--- config.mk ---
export PLATFORM = sky130hd
export DESIGN_NAME = mod_dec_invshifter
export DESIGN_NICKNAME = d
export VERILOG_FILES = /design/src/rtl/mod_dec_invshifter.sv
export SDC_FILE = /design/constraint.sdc
export NUM_CORES = 1
export LEC_CHECK = 0
export ABC_CLOCK_PERIOD_IN_PS = 2800
export BUFFER_PORTS_ARGS = -buffer_cell sky130_fd_sc_hd__buf_2
export CAP_MARGIN = 10
export CORE_MARGIN = 1
export CORE_UTILIZATION = 55
export DETAILED_ROUTE_END_ITERATION = 10
export MAX_ROUTING_LAYER = met4
export PLACE_DENSITY = 0.91
export SLEW_MARGIN = 10
export SYNTH_ARGS = -nofsm -noshare
export SYNTH_HDL_FRONTEND = slang
export SYNTH_SLANG_ARGS = --single-unit
--- constraint.sdc ---
create_clock -name clk -period 2.8 [get_ports clk]
set_clock_uncertainty 0.15 [all_clocks]
set_input_delay 0.42 -clock clk [delete_from_list [all_inputs] [get_ports clk]]
set_output_delay 0.42 -clock clk [all_outputs]
set_load 0.02 [all_outputs]
--- src/rtl/mod_dec_invshifter.sv ---
// ---------------------------------------------------------------------------
// mod_dec_invshifter
// Decryption-path InvShiftRows stage of the AES256 core. The state arrives
// one row per beat (four bytes, inp[0] = column 0). Row r is rotated right
// by r byte positions, which undoes the encryption row shifter. Both sides
// use valid/ready handshakes and the output row is registered.
//
// Ports:
//   clk        clock
//   resetn     asynchronous active-low reset
//   flush      synchronous clear of the output register and row tracking
//   in_valid   input row valid
//   in_ready   stage can take a row this cycle (combinational)
//   in_first   input row is row 0 of a new state block
//   inp        input row bytes
//   out_valid  output row valid
//   out_ready  downstream accepts the output row
//   outp       inverse-shifted row
//   out_row    row index (0..3) of the row on outp
//   out_last   row on outp is row 3
//   sync_err   one-cycle pulse when in_first arrives mid-block
//   blk_cnt    completed-block counter, wraps
// ---------------------------------------------------------------------------
module mod_dec_invshifter #(
    parameter int N     = 4,
    parameter int CNT_W = 8
) (
    input  logic                 clk,
    input  logic                 resetn,
    input  logic                 flush,
    input  logic                 in_valid,
    output logic                 in_ready,
    input  logic                 in_first,
    input  logic [N-1:0][7:0]    inp,
    output logic                 out_valid,
    input  logic                 out_ready,
    output logic [N-1:0][7:0]    outp,
    output logic [1:0]           out_row,
    output logic                 out_last,
    output logic                 sync_err,
    output logic [CNT_W-1:0]     blk_cnt
);

    // Rotate a row right by amt byte positions: res[i] = row[(i - amt) mod 4].
    // The 2-bit index arithmetic performs the modulo-4 wrap.
    function automatic logic [N-1:0][7:0] inv_shift_row(
        input logic [N-1:0][7:0] row,
        input logic [1:0]        amt
    );
        logic [N-1:0][7:0] res;
        logic [1:0]        src;
        res = '0;
        for (int i = 0; i < N; i++) begin
            src    = 2'(i) - amt;
            res[i] = row[src];
        end
        return res;
    endfunction

    logic [N-1:0][7:0]  outp_r;
    logic               out_valid_r;
    logic [1:0]         out_row_r;
    logic               out_last_r;
    logic               sync_err_r;
    logic [CNT_W-1:0]   blk_cnt_r;
    logic [1:0]         row_cnt_r;

    logic               in_ready_s;
    logic               accept_s;
    logic               done_s;
    logic [1:0]         eff_row_s;
    logic               misalign_s;
    logic [N-1:0][7:0]  rot_s;
    logic [1:0]         row_next_s;

    // Handshake decode, effective row selection and rotation of the offered row.
    always_comb begin
        in_ready_s = 1'b0;
        accept_s   = 1'b0;
        done_s     = 1'b0;
        eff_row_s  = 2'd0;
        misalign_s = 1'b0;
        rot_s      = '0;
        row_next_s = 2'd0;

        in_ready_s = !out_valid_r || out_ready;
        accept_s   = in_valid && in_ready_s;
        done_s     = out_valid_r && out_ready;
        // in_first forces row 0 so a misaligned block resynchronises at once.
        if (in_first) begin
            eff_row_s = 2'd0;
        end else begin
            eff_row_s = row_cnt_r;
        end
        misalign_s = in_first && (row_cnt_r != 2'd0);
        rot_s      = inv_shift_row(inp, eff_row_s);
        if (eff_row_s == 2'd3) begin
            row_next_s = 2'd0;
        end else begin
            row_next_s = eff_row_s + 2'd1;
        end
    end

    // Output row register, row tracking and misalignment pulse.
    always_ff @(posedge clk or negedge resetn) begin
        if (!resetn) begin
            outp_r      <= '0;
            out_valid_r <= 1'b0;
            out_row_r   <= 2'd0;
            out_last_r  <= 1'b0;
            sync_err_r  <= 1'b0;
            row_cnt_r   <= 2'd0;
        end else if (flush) begin
            // Drop the held row and any row offered this cycle; outp keeps its value.
            out_valid_r <= 1'b0;
            row_cnt_r   <= 2'd0;
            sync_err_r  <= 1'b0;
        end else begin
            sync_err_r <= accept_s && misalign_s;
            if (accept_s) begin
                // A new row replaces the old one even when it completes this cycle.
                outp_r      <= rot_s;
                out_row_r   <= eff_row_s;
                out_last_r  <= (eff_row_s == 2'd3);
                out_valid_r <= 1'b1;
                row_cnt_r   <= row_next_s;
            end else if (done_s) begin
                out_valid_r <= 1'b0;
            end else begin
                out_valid_r <= out_valid_r;
            end
        end
    end

    // Completed-block counter: counts delivered last rows, untouched by flush.
    always_ff @(posedge clk or negedge resetn) begin
        if (!resetn) begin
            blk_cnt_r <= {CNT_W{1'b0}};
        end else if (flush) begin
            blk_cnt_r <= blk_cnt_r;
        end else if (done_s && out_last_r) begin
            blk_cnt_r <= blk_cnt_r + {{(CNT_W-1){1'b0}}, 1'b1};
        end else begin
            blk_cnt_r <= blk_cnt_r;
        end
    end

    assign in_ready  = in_ready_s;
    assign out_valid = out_valid_r;
    assign outp      = outp_r;
    assign out_row   = out_row_r;
    assign out_last  = out_last_r;
    assign sync_err  = sync_err_r;
    assign blk_cnt   = blk_cnt_r;

endmodule

Word-level counts from Yosys, hierarchy flattened
Index checks and enable logic that the tools add are counted.
{"block": "word_totals", "reg_bits": 47, "input_bits": 38, "output_inout_bits": 46, "wordCells": 50}
{"block": "op_classes", "add_sub_neg": 6, "n_lt_le_gt_ge": 4, "n_eq_ne": 1, "mux": 16, "bitwise_logic": 1, "n_reduce_logical": 12}
{"op": "$bmux 8 s2", "n": 4}
{"op": "$mux 8", "n": 4}
{"op": "$lt 2x3->1 const B", "n": 4}
{"op": "$add 8x1->8 const B", "n": 1}
{"op": "$mux 2", "n": 4}
{"op": "$logic_and 1x1->1", "n": 5}
{"op": "$mux 1", "n": 4}
{"op": "$reduce_and 2->1", "n": 2}
{"op": "$reduce_bool 2->1", "n": 2}
{"op": "$sub 1x2->2 const A", "n": 2}
{"op": "$sub 2x2->2 const A", "n": 2}
{"op": "$reduce_bool 3->1", "n": 1}
{"op": "$add 2x1->2 const B", "n": 1}
{"op": "$eq 2x2->1 const B", "n": 1}
{"op": "$logic_not 1->1", "n": 1}
{"op": "$logic_or 1x1->1", "n": 1}
{"op": "$not 1->1", "n": 1}

Depth between registers and ports, before layout
Gate-level depths: netlist (run 1).
{"block": "logic_depth", "ltp_word": 5, "mapped_depth": 7}

Worst setup path after synthesis (run 1)
OpenSTA, ideal clock, no wires.
{"block": "synth_timing", "kind": "register to register", "startpoint": "register out_valid_r, in the netlist out_valid", "endpoint": "register outp_r, in the netlist outp[13]", "setup_time_ps": 126, "arrival_time_ps": 1439, "required_time_ps": 2524, "path_slack_ps": 1085, "path_stages_with_launch": 5, "n_path_buf": 1, "synth_period_minus_slack_ps": 1715, "cell_sequence": "dfrtp_1 -> nor2b_2 -> or3_4 -> buf_6 -> a221o_1"}
{"block": "synth_via", "elab_chain_cells": 4}
{"element": "start: declaration", "line": "61", "text": "logic out_valid_r;"}
{"element": "start signal: assignment", "line": "130", "text": "out_valid_r <= out_valid_r;"}
{"element": "$logic_not 1->1", "line": "86", "text": "in_ready_s = !out_valid_r || out_ready;"}
{"element": "$logic_or 1x1->1", "line": "86"}
{"element": "$logic_and 1x1->1", "line": "87", "text": "accept_s = in_valid && in_ready_s;"}
{"element": "$reduce_and 2->1 (no line)"}
{"element": "end signal: assignment", "line": "122", "text": "outp_r <= rot_s;"}
{"element": "end: declaration", "line": "60", "text": "logic [N-1:0][7:0] outp_r;"}
No other way between the ends.
A chain may end at the register's enable or synchronous reset.

Final worst setup path (run 1)
{"block": "layout_timing", "startpoint": "register row_cnt_r[0]", "endpoint": "register outp_r, in the netlist outp[19]"}
{"block": "layout_via", "elab_chain_cells": 4}
{"element": "start: declaration", "line": "66", "text": "logic [1:0] row_cnt_r;"}
{"element": "start signal: assignment", "line": "126", "text": "row_cnt_r <= row_next_s;"}
{"element": "$mux 2", "line": "90", "text": "if (in_first) begin"}
{"element": "$sub 2x2->2", "line": "54", "text": "src = 2'(i) - amt;"}
{"element": "$bmux 8 s2", "line": "55", "text": "res[i] = row[src];"}
{"element": "$mux 8 (implied by the code)", "line": "55"}
No other way between the ends. The select of a mux whose other input is x is not followed.

==> results of run 1 <==
-- cells in the final DEF (no fill, tap or decap), types with 2 or more instances in the layout --
cell type,netlist,layout
buf_2,9,83
dfrtp_1,47,47
o21ai_0,29,29
nand2_1,28,28
a21oi_1,23,23
o22a_1,18,18
o22ai_1,15,15
mux2i_1,12,12
a22oi_1,11,11
o21ai_1,9,9
nor2_1,8,8
a22o_1,8,8
nor3b_1,7,7
clkbuf_8,0,7
buf_4,4,7
nand2b_1,4,4
xor2_1,4,4
mux2_2,4,4
nor3_1,4,4
a211oi_1,4,4
nor2b_1,3,3
nand4_1,3,3
xnor2_1,3,3
a221o_1,3,3
inv_2,2,2
nor3_2,2,2
-- cell usage after synthesis (7+ instances only) --
library cell / instances / area share
o22a_1: 18 / 0.057
nor2_1: 8 / 0.011
a22o_1: 8 / 0.026
dfrtp_1: 47 / 0.43
nand2_1: 28 / 0.038
nor3b_1: 7 / 0.019
a22oi_1: 11 / 0.030
buf_2: 9 / 0.016
mux2i_1: 12 / 0.044
a21oi_1: 23 / 0.042
o21ai_0: 29 / 0.053
clkbuf_1: 10 / 0.014
o21ai_1: 9 / 0.016
o22ai_1: 15 / 0.034
-- power by group --
group / internal, mW / total, mW / switching [mW]
Sequential: 0.764 / 0.816 / 0.0519
Clock: 0.226 / 0.450 / 0.224
Combinational: 0.198 / 0.521 / 0.323
-- worst max-delay path, delay by kind of cell (launching register included) --
| family | cells | cell delay [ns] |
|---|---|---|
| flops | 1 | 0.56 |
| simple gates | 1 | 0.85 |
| compound gates | 3 | 0.58 |
-- worst paths after layout --
path                                       endpoint                     start  slack, ns  depth (start not counted)
max in group asynchronous      out_last$_DFFE_PN0P_                    resetn       1.27                          3
min reg2reg                     outp[8]$_DFFE_PN0P_       outp[8]$_DFFE_PN0P_       0.33                          2
max reg2reg                    outp[19]$_DFFE_PN0P_  row_cnt_r[0]$_DFFE_PN0P_       0.61                          4
min                        row_cnt_r[0]$_DFFE_PN0P_                  in_valid       0.20                          2
min in group asynchronous       outp[0]$_DFFE_PN0P_                    resetn       0.51                          2
max                            outp[19]$_DFFE_PN0P_  row_cnt_r[0]$_DFFE_PN0P_       0.61                          4
-- logic make-up after synthesis --
logic type | Yosys count | synth area share
DFF | 47 | 0.429
and+or+nand+nor | 66 | 0.135
adders and majority gates | 1 | 0.00456
xor gates and xnor gates | 7 | 0.0224
buffers and inverters | 30 | 0.0593
AOI/OAI and AO/OA | 123 | 0.290
muxes | 16 | 0.0602
-- state kept, by name (all words and copies together), names as in the netlist --
signal	count
out_row	2
out_valid	1
outp	32
sync_err	1
row_cnt_r	2
blk_cnt	8
out_last	1
-- cell type report --
| type | count | area (sq um) |
|---|---|---|
| inverter | 3 | 11.3 |
| multi-input combinational | 213 | 1400 |
| timing repair buffer | 91 | 478 |
| fill | 385 | 1500 |
| tap | 67 | 83.8 |
| sequential | 47 | 1180 |
| clock buffer | 8 | 100 |
-- stage by stage --
step	setup WS (ns)	total power, mW
6_report	0.610	1.79
3_3_place_gp	0.829	1.33
4_1_cts	0.721	1.78
3_5_place_dp	0.751	1.34
2_1_floorplan	1.09	1.15
5_1_grt	0.470	1.87
-- metal layers --
layer	global-route usage	up-vias	routed length, microns
li1	-	1232	-
met5	-	-	0
met3	0.0483	18	614
met2	0.466	164	3570
met1	0.401	1240	3040
met4	0.0871	0	138
-- timing repair --
item,in CTS,in global routing
setup buffers,0,0
hold buffers,1,0
resized for setup,0,0
endpoints found under the hold margin,25,0
==> results list, run 1 <==
- The run finished with clean final reports.
- Upper clock frequency limit: 0.457 GHz
- Across every metal layer, demand over resource in global routing totals 0.298.
* Overall routed net length: 7.37 mm
- Fin cells: 429
* Number of failing setup endpoints in the final timing report: 0
- The clock reaches the later pin of the worst-skew pair after 0.30 ns.
- PwrDens: 549 nW/um^2
* CTS sink cnt: 47
- TritonCTS built the clock tree.
* Per-cell via count in the routed design: 6.19
- The Yosys step of the flow raised 0 warnings.
* Die outline area: 5270 sq um
- Slowest cell on the critical path: nor2b_1
* Routed Antenna Nets: 0
* Worst-path clk slew: 0.08 ns
- Root Driver: clkbuf_8
* CTS HTree Levels: 2
- Number of synthesized flops with an enable pin: 0
* Proportion of register bits with asynchronous set or reset after synthesis: 1.00
- Antenna violations before repair: 0
- Entering global routing, the biggest net connects 39 pins.
- The finished cells cover 3250 sq um.
- Post-DP HPWL: 5.06 mm
* Vias after detailed routing: 2654
- On the worst path, the slowest cell contributes a delay of 0.85 ns.
- The first global-routing pass estimated 11.7 mm of wire.
- The initialized floorplan defines 25 standard-cell rows.
- The total count of hold-check failures in the final report was 0.
- Worst setup SP type: flip-flop
- The count of buffers added on input and output ports is 83.
- Setup repair after global routing left no endpoint under its margin.
* Cts bufs inserted: 5
* Arrival time of the worst setup path: 2.28 ns
- Pins Over Slew Limit: 0
* Placed Area: 3140 sq um
- For this run, the share of the core covered by cells in the final layout is 0.684.
- Setup TNS: 0 ns
- IO Pins: 84
* Nature of the critical path endpoint: flip-flop
- Wirelength per Cell: 17.2 microns
- Slew HR: 0.332
* Sequential area share after synthesis: 0.429
- The critical path is of the flip-flop to flip-flop type.
- Worst voltage drop across the vdd grid: 0.290 mV
* Final Wtd Congestion: 0.900
- Number of global-route vias before repair: 2382
- In this run, distinct cell masters in the synthesized netlist total 40.
- Nets: 400
- On the final layout, the worst hold slack is 0.200 ns.
* Final clock period utilization by the worst path: 0.782
- N_diodes: 0
* Max-cap violations: 0
- Summed over all layers, the global routing overflow is 0.
- In the routed design, unresolved DRC markers number 0.
- Starting utilization of the core area: 0.577
- Total placed cells including tap cells: 420
- Counting flops and latches in the post-synthesis netlist gives 47.
- Syn Nets: 329
* Starting DRC count in detailed routing: 424
* Synthesized cell area: 2740 sq um
- After synthesis, the mean cell area works out to 9.46 sq um.
- Fraction of layout cells with a size suffix above 1: 0.304
- The routed design could run at a clock period as short as 2.19 ns.
- Along the worst path, the maximum fanout reaches 14.
* Core Box Area: 4750 sq um
* Clock Path Buffers: 2
* Cells along the critical path: nor2b_1 > a22oi_1 > o21ai_0 > o22a_1
- Data on the critical path is required at its endpoint by 2.89 ns.
- The first TritonRoute pass finished after 5 iterations.
- Chip height: 72.6 microns
* Layout area overhead: 18.6%
- Summed over all cells, the static leakage comes to 1.46 nW.
- For the pin with the worst max-slew slack, the measured transition is 1.00 ns.
* Classification of the worst-slack hold path: input pin to flip-flop
- Most common flop cell mapped by yosys: dfrtp_1
- Measured along the x axis, the die boundary spans 72.6 microns.
* Synthesized netlist cell count: 290
No activity file was read; power rests on OpenSTA's default activity.
==> run 2, diff against run 1 <==
--- a/config.mk
+++ b/config.mk
@@ -5,14 +5,14 @@
 export SDC_FILE = /design/constraint.sdc
 export NUM_CORES = 1
 export LEC_CHECK = 0
-export ABC_CLOCK_PERIOD_IN_PS = 2800
+export ABC_CLOCK_PERIOD_IN_PS = 2000
 export BUFFER_PORTS_ARGS = -buffer_cell sky130_fd_sc_hd__buf_2
 export CAP_MARGIN = 10
 export CORE_MARGIN = 1
-export CORE_UTILIZATION = 55
+export CORE_UTILIZATION = 47
 export DETAILED_ROUTE_END_ITERATION = 10
 export MAX_ROUTING_LAYER = met4
-export PLACE_DENSITY = 0.91
+export PLACE_DENSITY = 0.83
 export SLEW_MARGIN = 10
 export SYNTH_ARGS = -nofsm -noshare
 export SYNTH_HDL_FRONTEND = slang
==> constraint.sdc (replaced) <==
create_clock -name clk -period 2 [get_ports clk]
set_clock_uncertainty 0.15 [all_clocks]
set_input_delay 0.3 -clock clk [delete_from_list [all_inputs] [get_ports clk]]
set_output_delay 0.3 -clock clk [all_outputs]
set_load 0.02 [all_outputs]
==> results list, run 2 (synthesis gave the netlist of run 1 again) <==
* Post-DP HPWL: 5.40 mm (+6.7%)
- N_diodes: 0 (unchanged)
* Leading cell type in the layout, fill and taps excluded: buf_2
- The critical path required time was 2.05 ns (-0.84 ns).
- The via density per instance came to 6.10 (-1.3%).
- The number of iterations in the first detailed-routing pass was 5 (unchanged).
* CTS sink cnt: 47 (unchanged)
- Starting DRC count in detailed routing: 209 (-51%)
- Layout area overhead: 22.5%
* RSZ-0062 raised after global routing: false
* Die outline area: 6140 sq um (+17%)
- Routed Antenna Nets: 0 (unchanged)
- CTS HTree Levels: 2 (unchanged)
- The number of flip-flops in the largest register is 32 (unchanged).
- The floorplan die width is 78.4 microns (+8.0%).
- The worst register-to-register path begins at row_cnt_r[0]$_DFFE_PN0P_.
* GR Overflow Total: 0 (unchanged)
* Hold_sp: in_valid
* TritonCTS clock tree: yes
* Leakage: 1.52 nW (+4.0%)
* Starting utilization of the core area: 0.492 (-0.0848)
- Critical path type: flip-flop to flip-flop
* Floorplan row count: 27 (+8.0%)
- The remaining max-slew budget at the tightest pin was 0.635 (+0.303).
- The flow ran to the end, and the final reports show no timing, DRC or antenna violations.
- The top-level port count came to 84 (unchanged).
- Worst-path fanout max: 10 (-4)
- The via count of the first global-routing pass was 2548 (+7.0%).
* Root Driver: clkbuf_8
* Classification of the worst-slack hold path: input pin to flip-flop
* GR Util All Layers: 0.259 (-0.0385)
- Final clock period utilization by the worst path: 0.945 (+0.163)
- The aggregate routed wire length is 7.45 mm (+1.2%).
- The number of antenna violations at the first check in global routing is 0 (unchanged).
* Pin count of the biggest net entering global routing: 27 (-31%)
- The chip height was 78.4 microns (+8.0%).
* Core Box Area: 5570 sq um (+17%)
* Port Buffer Count: 83 (unchanged)
- The number of setup violations in the final report is 0 (unchanged).
- The number of cells after detailed placement is 434 (+3.3%).
- PwrDens: 783 nW/um^2 (+43%)
* Final Wtd Congestion: 0.882 (-2.0%)
* Nets: 409 (+2.3%)
* Transition at the pin with the smallest max-transition slack: 0.548 ns (-0.453 ns)
- Max-cap violations: 0 (unchanged)
* Crit path from: row_cnt_r[0]$_DFFE_PN0P_
- Hold Violations, Final: 0 (unchanged)
- Clock Path Buffers: 2 (unchanged)
- The clock-pin slew reported for the worst setup and hold paths after clock tree synthesis is 0.09 ns (about the same).
- The source-to-sink clock delay at the later pin of the worst-skew pair came to 0.30 ns (about the same).
- The critical path arrival is 1.94 ns (-0.34 ns).
* Final critical path time including I/O delays and setup: 1.89 ns (-0.300 ns)
* DRC violation count after routing: 0 (unchanged)
- The final routed wire length divided by cell count is 16.8 microns (-2.0%).
* Upper clock frequency limit: 0.529 GHz (+16%)
* Fraction of layout cells with a size suffix above 1: 0.326 (+0.0223)
* Cts bufs inserted: 5 (unchanged)
* Nature of the critical path endpoint: flip-flop
- The worst setup path is launched from a flip-flop.
- The number of non-filler instances in the completed layout was 443 (+3.3%).
- Commonest cells after routing, fill and taps aside: buf_2 (83), dfrtp_1 (47), o21ai_0 (29)
* Wire length of the first global-routing pass: 12.2 mm (+4.7%)
- The final-layout setup total negative slack came to 0 ns (unchanged).
- Worst voltage drop across the vdd grid: 0.507 mV (+75%)
- Pins Over Slew Limit: 0 (unchanged)
- Vias after detailed routing: 2704 (+1.9%)
[run 2: timing repair]
action,CTS,global route
buffers inserted,0,0
setup endpoints to repair,0,10
hold buffers,1,0
resized for setup,0,1
hold endpoints to repair,21,0
[run 2: final cells by class]
class,count,area [sq um]
clock buffer,6,82.6
sequential,47,1180
fill,501,2210
multi-input combinational,213,1410
inverter,3,11.3
timing repair buffer,100,558
clock inverter,2,35.0
tap,72,90.1
[run 2: per-stage QoR]
step / setup slack (ns) / util / power (mW) / hold WS (ns) / instance area (sq um)
2_1_floorplan: 0.285 / - / 1.61 / -0.146 / 2740
3_3_place_gp: 0.210 / 0.579 / 1.88 / 0.164 / 3230
3_5_place_dp: 0.0890 / 0.579 / 1.90 / 0.167 / 3230
4_1_cts: 0.0489 / 0.602 / 2.64 / 0.0754 / 3360
5_1_grt: 0.0360 / 0.603 / 2.76 / 0.0983 / 3360
6_report: 0.110 / 0.603 / 2.63 / 0.0918 / 3360
[run 2: layer usage]
metal / vias up / part of all wire / routed length (microns) / global-route usage
li1: 1240 / - / - / -
met1: 1281 / 0.43 / 3230 / 0.349
met2: 157 / 0.45 / 3350 / 0.385
met3: 26 / 0.092 / 686 / 0.0477
met4: 0 / 0.026 / 193 / 0.107
met5: - / 0 / 0 / -
[run 2: path summary, 6_finish.rpt]
path | slack, ns | cells past startpoint | endpoint
worst min-delay path | 0.09 | 2 | row_cnt_r[0]$_DFFE_PN0P_
worst min register to register | 0.33 | 1 | blk_cnt[7]$_DFFE_PN0P_
worst max-delay path | 0.11 | 5 | outp[2]$_DFFE_PN0P_
min in group asynchronous | 0.35 | 2 | outp[25]$_DFFE_PN0P_
worst max register to register | 0.11 | 5 | outp[2]$_DFFE_PN0P_
max in group asynchronous | 0.82 | 3 | sync_err$_DFF_PN0_
[run 2: critical path, stage by stage (launching register included)]
cell and delay (ns):
dfrtp_1 0.50, buf_4 0.23, nand2b_1 0.33, o22a_1 0.28
o21ai_0 0.21, o21ai_1 0.08
[run 2: power by group]
group / internal, mW / total, mW / switching [mW]
Clock: 0.405 / 0.743 / 0.338
Combinational: 0.295 / 0.749 / 0.454
Sequential: 1.07 / 1.14 / 0.0701
Total: 1.77 / 2.63 / 0.862
